--- src/rtl/nx_arb_pkg.sv ---
// nx_arb_pkg: shared types and constants for the Nexus message arbiter.
//   arb_state_e  : arbiter FSM state (IDLE / SERVE_A / SERVE_B)
//   SRC_A, SRC_B : values driven on ob_src_o to tag a message's origin
//   burst_width  : width of the burst counter, never narrower than 3 bits
package nx_arb_pkg;

  typedef enum logic [1:0] {
    IDLE    = 2'd0,
    SERVE_A = 2'd1,
    SERVE_B = 2'd2
  } arb_state_e;

  localparam logic SRC_A = 1'b0;
  localparam logic SRC_B = 1'b1;

  function automatic int burst_width(input int max_burst);
    int w;
    w = $clog2(max_burst + 1);
    return (w < 3) ? 3 : w;
  endfunction

endpackage

--- src/rtl/nx_msg_arbiter.sv ---
// nx_msg_arbiter: merges two valid/ready message streams (A = ctrl, B = mesh)
// into one registered output slot. A wins ties from IDLE; an owner holds the
// grant for at most MAX_BURST consecutive accepts while the other source waits.
//
// Ports
//   clk_i, rstn_i                   clock, asynchronous active-low reset
//   a_data_i/a_valid_i/a_ready_o    source A stream
//   b_data_i/b_valid_i/b_ready_o    source B stream
//   ob_data_o/ob_src_o/ob_valid_o/ob_ready_i  merged stream (src 0=A, 1=B)
//   count_clear_i, count_a_o, count_b_o       per-source accept counters,
//                                             only when NX_ARB_STATS_EN is defined
//   idle_o                          no message held and no input valid
//
// Build option: define NX_ARB_STATS_EN to add the saturating statistics counters.
module nx_msg_arbiter
  import nx_arb_pkg::*;
#(
  parameter int DATA_WIDTH  = 31,
  parameter int MAX_BURST   = 4,
  parameter int COUNT_WIDTH = 16
) (
  input  logic                   clk_i,
  input  logic                   rstn_i,
  input  logic [DATA_WIDTH-1:0]  a_data_i,
  input  logic                   a_valid_i,
  output logic                   a_ready_o,
  input  logic [DATA_WIDTH-1:0]  b_data_i,
  input  logic                   b_valid_i,
  output logic                   b_ready_o,
  output logic [DATA_WIDTH-1:0]  ob_data_o,
  output logic                   ob_src_o,
  output logic                   ob_valid_o,
  input  logic                   ob_ready_i,
`ifdef NX_ARB_STATS_EN
  input  logic                   count_clear_i,
  output logic [COUNT_WIDTH-1:0] count_a_o,
  output logic [COUNT_WIDTH-1:0] count_b_o,
`endif
  output logic                   idle_o
);

  localparam int                 BURST_W   = burst_width(MAX_BURST);
  localparam logic [BURST_W-1:0] BURST_MAX = BURST_W'(MAX_BURST);

  arb_state_e             state_q;
  logic [BURST_W-1:0]     burst_q;
  logic [DATA_WIDTH-1:0]  data_p0;
  logic                   src_p0;
  logic                   vld_p0;

  logic slot_free;
  logic burst_full;
  logic grant_a;
  logic grant_b;
  logic accept_a;
  logic accept_b;
  logic accept;
  logic owner_same;

  assign slot_free  = !vld_p0 || ob_ready_i;
  assign burst_full = (burst_q == BURST_MAX);

  // The owner keeps the grant unless the other source is waiting and the
  // burst limit is reached; an idle owner hands over without a bubble.
  always_comb begin
    grant_a = 1'b0;
    grant_b = 1'b0;
    case (state_q)
      SERVE_A: begin
        if (a_valid_i && !(b_valid_i && burst_full)) grant_a = 1'b1;
        else if (b_valid_i)                          grant_b = 1'b1;
      end
      SERVE_B: begin
        if (b_valid_i && !(a_valid_i && burst_full)) grant_b = 1'b1;
        else if (a_valid_i)                          grant_a = 1'b1;
      end
      default: begin
        if (a_valid_i)      grant_a = 1'b1;
        else if (b_valid_i) grant_b = 1'b1;
      end
    endcase
  end

  // Readies are forced low while reset is asserted so no handshake is seen.
  assign a_ready_o  = rstn_i && slot_free && grant_a;
  assign b_ready_o  = rstn_i && slot_free && grant_b;
  assign accept_a   = a_valid_i && a_ready_o;
  assign accept_b   = b_valid_i && b_ready_o;
  assign accept     = accept_a || accept_b;
  assign owner_same = (accept_a && state_q == SERVE_A) ||
                      (accept_b && state_q == SERVE_B);

  // Stage p0: output slot, grant state and burst counter
  always_ff @(posedge clk_i or negedge rstn_i) begin
    if (!rstn_i) begin
      state_q <= IDLE;
      burst_q <= '0;
      vld_p0  <= 1'b0;
      data_p0 <= '0;
      src_p0  <= SRC_A;
    end else if (slot_free) begin
      vld_p0 <= accept;
      if (accept) begin
        data_p0 <= accept_a ? a_data_i : b_data_i;
        src_p0  <= accept_a ? SRC_A : SRC_B;
      end
      if (accept_a)      state_q <= SERVE_A;
      else if (accept_b) state_q <= SERVE_B;
      else               state_q <= IDLE;
      if (!accept)         burst_q <= '0;
      else if (!owner_same) burst_q <= BURST_W'(1);
      else if (!burst_full) burst_q <= burst_q + BURST_W'(1);
    end
  end

  assign ob_data_o  = data_p0;
  assign ob_src_o   = src_p0;
  assign ob_valid_o = vld_p0;
  assign idle_o     = !rstn_i || (!vld_p0 && !a_valid_i && !b_valid_i);

`ifdef NX_ARB_STATS_EN
  localparam logic [COUNT_WIDTH-1:0] CNT_MAX = '1;

  logic [COUNT_WIDTH-1:0] cnt_a_q;
  logic [COUNT_WIDTH-1:0] cnt_b_q;

  // A clear coinciding with an accept restarts the count at one.
  always_ff @(posedge clk_i or negedge rstn_i) begin
    if (!rstn_i) begin
      cnt_a_q <= '0;
      cnt_b_q <= '0;
    end else begin
      if (count_clear_i)                   cnt_a_q <= accept_a ? COUNT_WIDTH'(1) : '0;
      else if (accept_a && cnt_a_q != CNT_MAX) cnt_a_q <= cnt_a_q + COUNT_WIDTH'(1);
      if (count_clear_i)                   cnt_b_q <= accept_b ? COUNT_WIDTH'(1) : '0;
      else if (accept_b && cnt_b_q != CNT_MAX) cnt_b_q <= cnt_b_q + COUNT_WIDTH'(1);
    end
  end

  assign count_a_o = cnt_a_q;
  assign count_b_o = cnt_b_q;
`endif

endmodule

--- config.mk ---
export PLATFORM = sky130hd
export DESIGN_NAME = nx_msg_arbiter
export DESIGN_NICKNAME = d
export VERILOG_FILES = /design/src/rtl/nx_arb_pkg.sv /design/src/rtl/nx_msg_arbiter.sv
export SDC_FILE = /design/constraint.sdc
export NUM_CORES = 1
export LEC_CHECK = 0
export CORE_MARGIN = 2
export CORE_UTILIZATION = 39
export DETAILED_ROUTE_END_ITERATION = 6
export PLACE_DENSITY = 0.84
export SLEW_MARGIN = 40
export SYNTH_ARGS = -nofsm -noshare
export SYNTH_HDL_FRONTEND = slang
export SYNTH_SLANG_ARGS = --single-unit
--- constraint.sdc ---
create_clock -name clk_i -period 2.3 [get_ports clk_i]
set_input_delay 0.345 -clock clk_i [delete_from_list [all_inputs] [get_ports clk_i]]
set_output_delay 0.345 -clock clk_i [all_outputs]
set_load 0.1 [all_outputs]
### Yosys cells after proc, flatten, opt, wreduce, memory -nomap -nowiden

Cells that the tools add are included.
Widths: inputs -> output; s select.

* register bits after elaboration: 38
* input bits: 67
* output and inout port bits: 36
* logic and storage cells: 51

* add/sub/neg operators: 1
* eq/ne operators: 4
* muxes and demuxes: 16
* reductions and logical operators: 25

Operators by type and width (number)
* $mux 31: 1
* $logic_and 1x1->1: 13
* $mux 3: 3
* $mux 1: 8
* $logic_not 1->1: 6
* $logic_or 1x1->1: 4
* $mux 2: 2
* $pmux 1 s2: 2
* $reduce_and 2->1: 2
* $add 3x1->3 const B: 1
* $eq 3x3->1 const B: 1
* $ne 3x3->1 const B: 1
* $eq 2x1->1 const B: 1
* $eq 2x2->1 const B: 1

### Logic depth before layout (Yosys ltp)

* word-level depth: 12
* mapped depth: 10
* gate-level depth less buffers: 8

### Worst setup path after synthesis

No wires, ideal clock.

* path kind: reg-to-output
* from: register vld_p0 (netlist: ob_valid_o)
* to: output idle_o
* arrival: 3.175 ns
* data required time: 1.955 ns
* path slack: -1.220 ns
* cell stages (with the launch flop): 2
* buffers on the path: 0
* path through: dfrtp_1 -> o31ai_1

* longest elaborated chain between the ends: 4

RTL lines
* from (decl): line nx_msg_arbiter.sv:49 `logic vld_p0;`
* from (signal assigned): line nx_msg_arbiter.sv:102 `vld_p0 <= accept;`
* $logic_not 1->1: line nx_msg_arbiter.sv:119 `assign idle_o = !rstn_i || (!vld_p0 && !a_valid_i && !b_valid_i);`
* $logic_and 1x1->1 (2 in a row): line nx_msg_arbiter.sv:119
* $logic_or 1x1->1: line nx_msg_arbiter.sv:119
* to (decl): line nx_msg_arbiter.sv:39 `output logic idle_o`

No other way between the ends.

### Worst setup path after layout

* from: register state_q[0]
* to: output b_ready_o

* longest elaborated chain between the ends: 3
* elaborated cells between the ends (all ways): 4
* those cells by class: eq/ne (2); mux (1); reduce/logical (1)

RTL lines
* from (decl): line nx_msg_arbiter.sv:45 `arb_state_e state_q;`
* from (signal assigned): line nx_msg_arbiter.sv:96 `state_q <= IDLE;`
* from (signal assigned): line nx_msg_arbiter.sv:107 `if (accept_a) state_q <= SERVE_A;`
* from (signal assigned): line nx_msg_arbiter.sv:108 `else if (accept_b) state_q <= SERVE_B;`
* $eq 2x2->1 / $eq 2x1->1 (equally long branches): line nx_msg_arbiter.sv:68 `case (state_q)`
* $pmux 1 s2 (*): line nx_msg_arbiter.sv:68
* $logic_and 1x1->1 (*): line nx_msg_arbiter.sv:86 `assign b_ready_o = rstn_i && slot_free && grant_b;`
* to (decl): line nx_msg_arbiter.sv:29 `output logic b_ready_o,`

Mark *: on every way between the ends. The rest lies on a longest branch, timed or not.

==> metrics.txt <==
Most common cell on crit path buf_12; most frequent cell after synthesis dfrtp_1; number of synthesized flops with an enable pin 0; period utilization 0.9750; Max VDD drop 1.082 mV; WP buf/inv 3; Crit Reg-Reg Startpoint state_q[0]; I/O Buffers around 100; Switching Share 0.5905; sequential share of the synthesized area 0.4832; initial antenna violation count 0; Final Total Pwr approximately 0.0044 W; clock slew at reported path FFs approximately 0.070 ns; top-area cell type share of the netlist area 0.4832; area grow syn2layout 58.74%; GR Overflow Total 0; Routed WL 4915 µm; Flop pwr share 0.242; Setup CP Type reg2out; Die Area about 0.0056 mm²; Worst path top cell family by delay flip-flops; Clock power frac 0.105; syn_area_per_cell approximately 11 µm²; vias around 1,700; gpl congestion slightly below 0.8; DRC 0; Hold Fails Final Rpt 0; H-tree depth 2; r2r setup slk between 0.1 and 0.15 ns; Comb power frac 0.654; Synth top cells by count 38 x dfrtp_1, 36 x nand2_1, 32 x mux2i_1; Num CTS Buffers 5; nets roughly 360; Synth cell types 31; CP max stage cell dfrtp_1; share of cells above drive strength 1 0.2150; Pre-antenna DRT Iters 4; Routed Antenna Nets 0; area leader, netlist dfrtp_1; min Tclk post-route roughly 2.2 ns; vias in the first global route 1,661; first-pass GRT wire length roughly 7400 µm; average wire per standard cell around 14 µm; Critical Path Fanout Max 4; core area around 0.0048 mm²; Post-Synth Adder-Cell Area 0.02543; slowest cell delay on critical path 0.35 ns; Post-Synth Simple-Gate Area 0.1024; startpoint types register; Syn Nets 256; die width between 70 and 80 µm; cells along the critical path inv_1 -> ha_1 -> a21boi_2 -> and4_1 -> o21a_4 -> buf_12 -> buf_12; Reg2Reg Capture Point ob_data_o[15]; Clock Tree Root clkbuf_8; Pleak between 1 and 1.5 nW; Final Slew Violations 0; PwrDens roughly 1400 mW/mm²; boundary pin count roughly 100; Main synth FF type dfrtp_1; largest net degree at the start of global routing 30; Max-Slew Margin vs Limit 0.7464; clk_lat worst skew 0.28 ns; proportion of synthesized area in mux cells 0.1627; Worst Path Arrival 1.90 ns; Setup Skew 0.005339 ns; HP Class in2async; CP Capture Type output pin; CTS Buffer Depth 2; combinational family with the most area after synthesis multiplexers; P_int between 0.0015 and 0.002 W; clock sinks 38; Worst Tran Pin Value around 0.38 ns; top cells by area, synth dfrtp_1 48%, mux2i_1 16%, nand2_1 6.9%; Starting Density 0.4112; Post-DP HPWL 3680 µm; final setup vio count 0; Synth Warn # 0; Cell Area, Synth about 0.002 mm²; status complete, no violations; # diodes 0; Die Height approximately 75 µm; Rows 25; GRT Util Overall 0.1722; minimum hold slack 0.05341 ns; FMAX ~0.45 GHz; total net switching power 0.002613 W; Async SR Flop Fraction 1.000; Critical Path RT 1.96 ns; worst r2r path cells 9; Synth Register Bits 38; vias per inst between 4 and 5; Synth Area in Compound Gates 0.1538; Cells after Synth roughly 190; Max Cap Violations 0; Starting DRT DRC Count 78; CTS tree done; Post-Synth XOR/XNOR Area 0
## timing repair
action,CTS,global route
pin swaps,0,0
setup buffers,1,0
endpoints found under the setup margin,2,2
gates resized for setup,1,3
hold buffers,0,0
## power by group through the flow
stage	Combinational (W)	Sequential, W	Clock [W]
6_report	0.00289	0.00107	0.000463
3_3_place_gp	0.00286	0.00107	0
4_1_cts	0.00290	0.00107	0.000478
5_1_grt	0.00300	0.00110	0.000497
2_1_floorplan	0.000442	0.00284	0
3_5_place_dp	0.00290	0.00107	0
## cell families after synthesis
logic type / count (synthesis)
AOI/OAI and AO/OA: 49
and+or+nand+nor: 46
adders and majority gates: 4
buffers and inverters: 16
muxes: 32
DFF: 38
## worst register-to-register path: stages (launching register included)
cell and delay (ns):
dfrtp_1 0.35, inv_1 0.06, ha_1 0.35, a21boi_2 0.16, and4_1 0.25, o21a_4 0.18
buf_12 0.11, buf_4 0.26, mux2i_1 0.24, o21ai_1 0.08
## cell type report
| type | instances | area (µm²) |
|---|---|---|
| clock buffers | 7 | 86.33 |
| fillers | 394 | 1662 |
| repair buffers | 111 | 1069 |
| multi-input cells | 131 | 908.4 |
| flip-flops and latches | 38 | 950.9 |
| clock inverters | 1 | 5.005 |
| well taps | 67 | 83.83 |
| inverters | 5 | 21.27 |
## sequential cells by signal, summed over array words and instances, names as in the netlist
signal / flops
ob_valid_o: 1
ob_src_o: 1
state_q: 2
burst_q: 3
ob_data_o: 31
## worst max-delay path by stage
stage | startpoint | to | depth (start not counted)
2_1_floorplan | ob_valid_o | a_ready_o | 6
3_3_place_gp | a_valid_i | a_ready_o | 5
3_5_place_dp | a_valid_i | ob_data_o[30] | 7
4_1_cts | burst_q[0] | a_ready_o | 6
5_1_grt | state_q[0] | b_ready_o | 7
6_report | state_q[0] | b_ready_o | 7
## cell usage in the layout (no fill, tap or decap), drive strengths merged
master,n
clkdlybuf4s50,65
buf,46
dfrtp,38
nand2,36
o21ai,35
mux2i,32
clkbuf,7
inv,5
ha,4
nor2,3
a21oi,3
nand3,2
o31ai,2
nand2b,1
a21boi,1
nand4b,1
and4,1
o21a,1
a211oi,1
a311o,1
o2bb2ai,1
and2b,1
or3,1
a22oi,1
o21bai,1
a2bb2o,1
o211ai,1
clkinv,1
## per-stage QoR
stage	setup slack [ns]	util	area (µm²)	TNS (ns)	instances
CTS	0.03441	0.6489	3105	0	360
finish	0.05758	0.6528	3124	0	360
floorplan	0.007043	-	1982	0	185
global route	-0.03040	0.6528	3124	-0.03040	360
detailed placement	0.06876	0.6277	3004	0	351
global placement	0.1191	0.6277	3004	0	351
## per-layer routing
metal	vias up	part of all wire	global-route usage
li1	860	-	-
met1	812	0.41	0.2078
met2	58	0.52	0.3031
met3	5	0.068	0.04552
met4	0	0.0083	0.04762
met5	-	0	0
Note: power is estimated with default switching activity, not from simulation.
